File: src/rtl/shift_reg_sequencer_if.sv
// shift_reg_sequencer_if: command channel between a requester and the shift register sequencer
interface shift_reg_sequencer_if #(
    parameter int WIDTH = 8,
    parameter int CNT_W = 4
);
    logic             cmd_valid;
    logic             cmd_ready;
    logic [WIDTH-1:0] cmd_data;
    logic [CNT_W-1:0] cmd_count;
    logic             cmd_dir;
    logic             cmd_rotate;
    logic             cmd_fill;
    modport master (
        output cmd_valid, cmd_data, cmd_count, cmd_dir, cmd_rotate, cmd_fill,
        input  cmd_ready
    );
    modport slave (
        input  cmd_valid, cmd_data, cmd_count, cmd_dir, cmd_rotate, cmd_fill,
        output cmd_ready
    );
endinterface

File: src/rtl/shift_reg_sequencer.sv
// shift_reg_sequencer: loads a word into a universal shift register, shifts it N times, returns the result
module shift_reg_sequencer #(
    parameter int WIDTH = 8,
    parameter int CNT_W = 4
) (
    input  logic                 clk,
    input  logic                 rst,
    shift_reg_sequencer_if.slave cmd,
    input  logic                 abort_i,
    input  logic [WIDTH-1:0]     sr_q_i,
    output logic                 sr_s1_o,
    output logic                 sr_s0_o,
    output logic [WIDTH-1:0]     sr_p_in_o,
    output logic                 sr_sl_in_o,
    output logic                 sr_sr_in_o,
    output logic                 busy_o,
    output logic                 done_o,
    output logic [WIDTH-1:0]     result_o
);
    typedef enum logic [1:0] {IDLE, LOAD, SHIFT, DONE} state_t;
    state_t           state_q, state_d;
    logic [1:0]       mode_q, mode_d;
    logic [WIDTH-1:0] data_q, result_q;
    logic [CNT_W-1:0] count_q;
    logic             dir_q, rotate_q, fill_q, done_q, accept, finish;
    assign cmd.cmd_ready = (state_q == IDLE) && !rst;
    assign busy_o        = (state_q != IDLE);
    assign done_o        = done_q;
    assign result_o      = result_q;
    assign sr_p_in_o     = data_q;
    assign {sr_s1_o, sr_s0_o} = mode_q;
    // rotation feeds the register's far end back in; otherwise the latched fill bit enters
    always_comb begin
        sr_sr_in_o = rst ? 1'b0 : rotate_q ? sr_q_i[0] : fill_q;
        sr_sl_in_o = rst ? 1'b0 : rotate_q ? sr_q_i[WIDTH-1] : fill_q;
    end
    // next state: abort wins in any active state, the count picks SHIFT length, mode follows the state entered
    always_comb begin
        accept  = cmd.cmd_valid && cmd.cmd_ready && !abort_i;
        finish  = (state_q == DONE) && !abort_i;
        state_d = (state_q == IDLE)  ? (accept ? LOAD : IDLE) :
                  abort_i            ? IDLE :
                  (state_q == LOAD)  ? ((count_q == '0) ? DONE : SHIFT) :
                  (state_q == SHIFT) ? ((count_q == CNT_W'(1)) ? DONE : SHIFT) : IDLE;
        mode_d  = (state_d == LOAD)  ? 2'b11 :
                  (state_d == SHIFT) ? (dir_q ? 2'b10 : 2'b01) : 2'b00;
    end
    // controller state, latched command fields, shift counter and registered result/done
    always_ff @(posedge clk) begin
        if (rst) begin
            state_q  <= IDLE;
            mode_q   <= 2'b00;
            data_q   <= '0;
            result_q <= '0;
            count_q  <= '0;
            dir_q    <= 1'b0;
            rotate_q <= 1'b0;
            fill_q   <= 1'b0;
            done_q   <= 1'b0;
        end else begin
            state_q <= state_d;
            mode_q  <= mode_d;
            done_q  <= finish;
            if (finish) result_q <= sr_q_i;
            if (accept) begin
                data_q   <= cmd.cmd_data;
                count_q  <= cmd.cmd_count;
                dir_q    <= cmd.cmd_dir;
                rotate_q <= cmd.cmd_rotate;
                fill_q   <= cmd.cmd_fill;
            end else if (state_q == SHIFT && !abort_i) begin
                count_q <= count_q - CNT_W'(1);
            end
        end
    end
endmodule
File: src/flat_wrapper.sv
// flat-port wrapper written by rule: the top's interface ports become plain ports
module shift_reg_sequencer_flat 
#(
    parameter int WIDTH = 8,
    parameter int CNT_W = 4
)
  (clk, rst, abort_i, sr_q_i, sr_s1_o, sr_s0_o, sr_p_in_o, sr_sl_in_o, sr_sr_in_o, busy_o, done_o, result_o, cmd_cmd_valid, cmd_cmd_data, cmd_cmd_count, cmd_cmd_dir, cmd_cmd_rotate, cmd_cmd_fill, cmd_cmd_ready);
  shift_reg_sequencer_if #(.WIDTH(WIDTH), .CNT_W(CNT_W)) cmd_i ();
  input  logic clk;
  input  logic rst;
  input  logic abort_i;
  input  logic [WIDTH-1:0] sr_q_i;
  output logic sr_s1_o;
  output logic sr_s0_o;
  output logic [WIDTH-1:0] sr_p_in_o;
  output logic sr_sl_in_o;
  output logic sr_sr_in_o;
  output logic busy_o;
  output logic done_o;
  output logic [WIDTH-1:0] result_o;
  input wire logic [$bits(cmd_i.cmd_valid)-1:0] cmd_cmd_valid;
  input wire logic [$bits(cmd_i.cmd_data)-1:0] cmd_cmd_data;
  input wire logic [$bits(cmd_i.cmd_count)-1:0] cmd_cmd_count;
  input wire logic [$bits(cmd_i.cmd_dir)-1:0] cmd_cmd_dir;
  input wire logic [$bits(cmd_i.cmd_rotate)-1:0] cmd_cmd_rotate;
  input wire logic [$bits(cmd_i.cmd_fill)-1:0] cmd_cmd_fill;
  output wire logic [$bits(cmd_i.cmd_ready)-1:0] cmd_cmd_ready;
  assign cmd_i.cmd_valid = cmd_cmd_valid;
  assign cmd_i.cmd_data = cmd_cmd_data;
  assign cmd_i.cmd_count = cmd_cmd_count;
  assign cmd_i.cmd_dir = cmd_cmd_dir;
  assign cmd_i.cmd_rotate = cmd_cmd_rotate;
  assign cmd_i.cmd_fill = cmd_cmd_fill;
  assign cmd_cmd_ready = cmd_i.cmd_ready;
  shift_reg_sequencer #(.WIDTH(WIDTH), .CNT_W(CNT_W)) u_core (.clk(clk), .rst(rst), .cmd(cmd_i), .abort_i(abort_i), .sr_q_i(sr_q_i), .sr_s1_o(sr_s1_o), .sr_s0_o(sr_s0_o), .sr_p_in_o(sr_p_in_o), .sr_sl_in_o(sr_sl_in_o), .sr_sr_in_o(sr_sr_in_o), .busy_o(busy_o), .done_o(done_o), .result_o(result_o));
endmodule
File: config.mk
export PLATFORM = sky130hd
export DESIGN_NAME = shift_reg_sequencer_flat
export DESIGN_NICKNAME = d
export VERILOG_FILES = /design/src/rtl/shift_reg_sequencer_if.sv /design/src/rtl/shift_reg_sequencer.sv /design/src/flat_wrapper.sv
export SDC_FILE = /design/constraint.sdc
export NUM_CORES = 1
export LEC_CHECK = 0
export CORE_ASPECT_RATIO = 1.2
export CORE_MARGIN = 5
export CORE_UTILIZATION = 40
export DETAILED_ROUTE_END_ITERATION = 7
export GPL_TIMING_DRIVEN = 0
export PLACE_DENSITY = 0.76
export SYNTH_ARGS = -nofsm -noshare
export SYNTH_HDL_FRONTEND = slang
export SYNTH_SLANG_ARGS = --single-unit
File: constraint.sdc
create_clock -name clk -period 3.8 [get_ports clk]
set_input_delay 0.38 -clock clk [delete_from_list [all_inputs] [get_ports clk]]
set_output_delay 0.38 -clock clk [all_outputs]
set_load 0.01 [all_outputs]
* Word-level counts from Yosys, hierarchy flattened
Index checks and enable logic that the tools add are counted.
Operators by class: add/sub/neg operators 1, equal/unequal tests 6, mux-type cells 16, reductions and logical operators 11
Operator list (number):
- 2-bit two-way mux | 7
- 4-bit two-way mux | 2
- 1-bit two-way mux | 7
- 2-bit equality test, second input constant | 3
- 1-bit logical AND | 5
- 2-bit by 1-bit equality test with 1-bit output, second input constant | 2
- 4-bit by 1-bit equality test with 1-bit output, second input constant | 1
- 4-bit logical NOT | 1
- 2-bit nonzero test | 2
- 4-bit by 1-bit subtractor with 4-bit output, second input constant | 1
- 1-bit logical NOT | 2
- 2-bit logical NOT | 1
Storage, ports and cells: bits in registers 28, input bits 27, output and inout bits 23

* Longest topological paths before layout
depth in word-level cells 9, depth in mapped cells 8, depth with buffers taken out 6

* Worst setup path after synthesis
No wires, ideal clock.
kind register -> register, start point register u_core.state_q[0], end point register u_core.data_q[1], in the netlist u_core.sr_p_in_o[1], setup time 0.132 ns, data arrival time 1.360 ns, required time 3.668 ns, setup slack 2.308 ns, cell stages (with the launch flop) 9, path buffers 2, period minus slack after synthesis 1.492 ns, cells stage by stage dfxtp_1 inv_1 ha_1 nand2_1 or3_1 clkbuf_2 buf_6 nand2_1 a21oi_1
Between the ends: cells in the longest elaborated chain, start to end 4
Ends and longest elaborated chain:
- start, declared | RTL line shift_reg_sequencer.sv:21 | state_t state_q, state_d;
- start signal, assigned | RTL line shift_reg_sequencer.sv:61 | state_q <= state_d;
- 2-bit logical NOT | RTL line shift_reg_sequencer.sv:26 | assign cmd.cmd_ready = (state_q == IDLE) && !rst;
- 1-bit logical AND | RTL line shift_reg_sequencer.sv:26
- 1-bit logical AND (2 in a row) | RTL line shift_reg_sequencer.sv:39 | accept = cmd.cmd_valid && cmd.cmd_ready && !abort_i;
- end signal, assigned | RTL line shift_reg_sequencer.sv:66 | data_q <= cmd.cmd_data;
- end, declared | RTL line shift_reg_sequencer.sv:23 | logic [WIDTH-1:0] data_q, result_q;
Every way passes these cells. A chain may end at the register's enable or synchronous reset.

* Final worst setup path
start point register u_core.state_q[0], end point output port cmd_cmd_ready
Between the ends: cells in the longest elaborated chain, start to end 2
Ends and longest elaborated chain:
- 2-bit logical NOT | RTL line shift_reg_sequencer.sv:26
- 1-bit logical AND | RTL line shift_reg_sequencer.sv:26
- end, declared | RTL line flat_wrapper.sv:27 | output wire logic [$bits(cmd_i.cmd_ready)-1:0] cmd_cmd_ready;
Every way passes these cells.

==> impl_metrics.yaml <==
run_status:
  status: "complete, no violations"
sta:
  fin_crit_ns: 2.19
  fmax_mhz: 456
  worstMarginPinSlew_ns: 0.518
  hold_ws_ns: 0.450
  finalSetupViolCount: 0
  setup_tns_ns: 0
  rsz0062_at_grt: "false"
  maxSlewViolCount: 0
  fin_skew_ns: 0.00352
  fin_crit_sh: 0.577
  slew_headroom: 0.655
  hold_viol: 0
power_and_ir_drop:
  internal_power_mw: 0.450
  power_per_cell_area_nw_per_um2: 322
  p_leak_nw: 0.641
  clockPowerShare: 0.345
  seqPwrFrac: 0.530
  comb_power_share: 0.124
  ir_worst_vdd_uv: 241
  swShare: 0.218
  switchingPower_mw: 0.125
die:
  core_um2: 2860
  floorplan.initialDensity: 0.423
  die-area_um2: 4230
  die_h_um: 70.3
  rows: 21
  ios: 50
  die_w_um: 60.2
global_routing:
  grt_pass1_vias: 1214
  grt_max_degree: 17
  overflow: 0
  antenna_found_initial: 0
  grt_pass1_wl_mm: 4.93
  grt_usage: 0.152
finish:
  nNetsFinal: 238
  diodes: 0
  drive_gt1_frac: 0.0690
  area_growth_pct: 47.5
  final_area_um2: 1790
worst_setup_path:
  start_kind: "register"
  critPathRequiredTime_ns: 3.42
  end_kind: "primary output"
  startpoint: "u_core.state_q[0]$_SDFF_PP0_"
  cp.arrival_ns: 1.81
  path_class: "reg -> out"
  crit_path_max_fanout: 6
  r2r_start: "u_core.state_q[0]$_SDFF_PP0_"
clock_network:
  htreeDepth: 1
  insertion_delay_ns: 0.33
  path_clk_slew_ns: 0.16
  cts_root_buf: "clkbuf_4"
  cts_max_path_buffers: 2
  cts.sinks: 28
  cts_tree: "built"
  ctsHoldBuffers: 0
  cts_resized: 0
  cts_buffers: 3
  post_cts_buffers: 0
placement:
  portBuffers: 48
  place_congestion: 0.721
  dpl.hpwl_mm: 2.40
  place_area_um2: 1730
synth:
  synth.avg_cell_area_um2: 8.02
  yosys_warnings: 0
  synth_largest_area_cell: "dfxtp_1"
  ys_ff_latch: 28
  synthArstFlopShare: 0
  synth_top_area_frac: 0.463
  synth_cell_type_count: 25
  synthCells: 151
  syn_area_um2: 1210
  synth.area.top_cells: "dfxtp_1, nand2_1, a21oi_1"
  synthFlopType: "dfxtp_1"
  synth-seq-area-share: 0.463
  synth_edf_count: 0
  syn_nets: 185
route:
  drc: 0
  num_vias: 1177
  first_pass_iters: 4
  vias_per_cell: 4.97
  drt_iter0_drc: 12
  drt-wirelength-per-cell_um: 13.0
  postRouteAntennaNets: 0
  wl_mm: 3.07
worst_hold_path:
  hp-class: "in -> reg"
  hp-start: "rst"
flow_run:
  cap_violations: 0
[kinds of logic after synthesis]
| family | share of synthesized area |
|---|---|
| AO/OA/AOI/OAI | 0.155 |
| adder cells (fa/ha/maj) | 0.0723 |
| flip-flops | 0.463 |
| buffers and inverters | 0.0537 |
| multiplexers | 0.0186 |
| AND/OR/NAND/NOR | 0.223 |
| XOR/XNOR | 0.0145 |
[path summary, 6_finish.rpt]
| check | end | slack, ns | cells past startpoint |
|---|---|---|---|
| hold / removal | u_core.sr_p_in_o[6]$_SDFFE_PP0P_ | 0.45 | 4 |
| setup reg to reg | u_core.sr_p_in_o[3]$_SDFFE_PP0P_ | 2.08 | 7 |
| setup / recovery | cmd_cmd_ready | 1.61 | 5 |
| hold reg to reg | u_core.sr_p_in_o[4]$_SDFFE_PP0P_ | 0.47 | 2 |
[synth_stat cells (all sizes together), types with 2 or more instances]
master  count
dfxtp      28
nor3        2
inv         5
a21oi      26
nor2b       2
ha          7
buf         3
a211oi      2
nand2b      2
nor2        8
mux2        2
nand2      47
clkbuf      6
o21ai       2
[power groups by stage]
| stage | sequential (mW) | clock (mW) | combinational [mW] |
|---|---|---|---|
| 2_1_floorplan | 0.312 | 0 | 0.0264 |
| 3_3_place_gp | 0.311 | 0 | 0.0699 |
| 3_5_place_dp | 0.311 | 0 | 0.0718 |
| 4_1_cts | 0.305 | 0.203 | 0.0723 |
| 5_1_grt | 0.306 | 0.218 | 0.0776 |
| 6_report | 0.305 | 0.199 | 0.0713 |
[final cells by class]
class / count / area, um2
plain buffers: 9 / 46.3
clock buffers: 3 / 22.5
clock inverters: 1 / 30.0
fillers: 266 / 1080
inverters: 5 / 18.8
multi-input cells: 109 / 586
flip-flops and latches: 28 / 561
well taps: 34 / 42.5
repair buffers: 48 / 480
[critical path, stage by stage (launching register included)]
cell and delay (ns):
dfxtp_1 0.36, inv_1 0.08, ha_1 0.25, inv_1 0.08
nor2_1 0.14, clkdlybuf4s50_1 0.58
[through the flow]
stage | power [mW] | worst slack [ns] | instances | utilization
floorplan | 0.338 | 2.31 | 151 | -
global placement | 0.381 | 1.81 | 233 | 0.606
detailed placement | 0.383 | 1.81 | 233 | 0.606
CTS | 0.580 | 1.57 | 237 | 0.624
global route | 0.601 | 1.49 | 237 | 0.624
finish | 0.575 | 1.61 | 237 | 0.624
[state kept, by name, indices dropped and copies added (netlist names)]
| signal | count |
|---|---|
| u_core.count_q | 4 |
| u_core.dir_q | 1 |
| u_core.done_o | 1 |
| u_core.fill_q | 1 |
| u_core.mode_q | 2 |
| u_core.result_o | 8 |
| u_core.rotate_q | 1 |
| u_core.sr_p_in_o | 8 |
| u_core.state_q | 2 |
[layer usage]
layer	track usage	wire [um]	up-vias
li1	-	-	595
met1	0.156	1190	539
met2	0.272	1590	35
met3	0.0350	194	8
met4	0.0813	92	0
met5	0	0	-
[cells in the final DEF (no fill, tap or decap), drive strengths merged, types with 3 or more instances in the layout]
master         Yosys  routed
clkdlybuf4s50      0      48
ha                 7       7
dfxtp             28      28
nand2             47      47
a21oi             26      26
nor2               8       8
inv                5       5
buf                3       3
clkbuf             6       9
Power figures use the tool's default switching activity.
==> RTL change: new RTL, same flow settings <==
Re-encode `state_t` (4 states) as Gray code, 2 bits wide.
--- a/src/rtl/shift_reg_sequencer.sv
+++ b/src/rtl/shift_reg_sequencer.sv
@@ -19,3 +19,3 @@
 );
-    typedef enum logic [1:0] {IDLE, LOAD, SHIFT, DONE} state_t;
+    typedef enum logic [1:0] {IDLE = 2'b00, LOAD = 2'b01, SHIFT = 2'b11, DONE = 2'b10} state_t;
     state_t           state_q, state_d;
Function: same outputs for any inputs over 10 cycles, from zero or initial values and one cycle with rst high; not proved beyond that.
==> RTL change against the unedited design <==
  * Synthesized area fell by 2.4%
  * Hold slack better by 0.048 ns
  * Synthesized cell count down 23%
  * Routed wire length shrank 6.3%
  * Clock power shrank 27%
  * Worst setup slack got worse by 0.34 ns
  * Sequential cell count unchanged
  * Design area is 2.0% lower
  * Sequential power up 2%
  * Power shrank 4.0%
  * Fmax shrank 14%
==> RTL change: results (changes against the unedited design) <==
status: "completed"  # unchanged
placed_cell_area_um2: 1720  # was 1730 µm²
grt_use_total: 0.143  # was 0.152
internal_power_uw: 421  # was 450 µW
critPathLaunch: "rst"  # was u_core.state_q[0]
netlist_top_cells_count: "dfxtp_1, and3_1, a31o_2"  # was nand2_1, dfxtp_1, a21oi_1
nets: 201  # was 238
vias: 1067  # was 1177
cp_data_arrival_time_ns: 2.16  # was 1.81 ns
fin_hold_ws_ns: 0.499  # was 0.450 ns
hold_start: "u_core.sr_p_in_o[4]"  # was rst
r2r_setup_slack_ns: 2.36  # was 2.08 ns
dp.cells: 200  # was 233
path_max_fanout: 10  # was 6
routedWlPerCell_um: 14.1  # was 13.0 µm
viasPerCell: 5.23  # was 4.97
worstMarginPinSlew_ns: 0.448  # was 0.518 ns
drive_gt1_frac: 0.129  # was 0.0690
reg2regPathDepth: 5  # was 7
place_hpwl_mm: 2.29  # was 2.40 mm
p_comb_uw: 94.4  # was 71.3 µW
holdPathStages: 1  # was 4
avgSynthCellArea_um2: 10.1  # was 8.02 µm²
ys_seq_area_frac: 0.474  # was 0.463
synthTopCellsByArea: "dfxtp_1, mux2i_1, a31o_2, and3_1, ha_1"  # was dfxtp_1, nand2_1, a21oi_1, ha_1, nor2_1
min_to: "u_core.sr_p_in_o[4]"  # was u_core.sr_p_in_o[6]
syn_nets: 147  # was 185
leakagePower_uw: 0.000702  # was 0.000641 µW
p_sw_uw: 131  # was 125 µW
fillers: 242  # was 266
hold_class: "reg -> reg"  # was in -> reg
grt_start_max_net_pins: 16  # was 17
grt_pass1_wl_mm: 4.71  # was 4.93 mm
powerSeq_uw: 312  # was 305 µW
==> RTL change: cell types whose count changed after synthesis, sizes merged, moves of 3 or more <==
| cell | change |
|---|---|
| and3 | +11 |
| a21oi | -22 |
| ha | -4 |
| nand2 | -43 |
| a31o | +11 |
| mux2i | +9 |
| clkbuf | -3 |
==> RTL change: cells by family (layout without fill, tap and decap cells) <==
kind of cell / Yosys count / in the layout / share of synthesized area
adder cells (fa/ha/maj): 3 / 3 / 0.0317
AO/OA/AOI/OAI: 24 / 24 / 0.155
buffers and inverters: 12 / 65 / 0.0529
flip-flops: 28 / 28 / 0.474
multiplexers: 10 / 10 / 0.0857
AND/OR/NAND/NOR: 39 / 39 / 0.194
XOR/XNOR: 1 / 1 / 0.00741
==> RTL change: final cells by class <==
type                    instances  area share
clock buffers                   4      0.0207
multi-input cells              77       0.319
plain buffers                   6      0.0200
repair buffers                 49       0.280
inverters                       6      0.0157
well taps                      34      0.0243
flip-flops and latches         28       0.320
==> RTL change: routing by layer <==
metal,GRT usage,share of wire
met5,0,0
met4,0.0493,0.014
met1,0.154,0.39
met3,0.0372,0.080
met2,0.258,0.51
==> RTL change: per-stage QoR <==
stage / util / setup WS [ns]
final: 0.623 / 1.26
after CTS: 0.623 / 1.27
after global routing: 0.623 / 1.19
after floorplan: - / 2.41
after global placement: 0.610 / 1.28
after detailed placement: 0.610 / 1.27
==> RTL change: critical path, stage by stage <==
cell and delay (ns):
clkdlybuf4s50_1 0.51, or3_4 0.47, clkinv_4 0.09, buf_4 0.16, clkdlybuf4s50_1 0.54
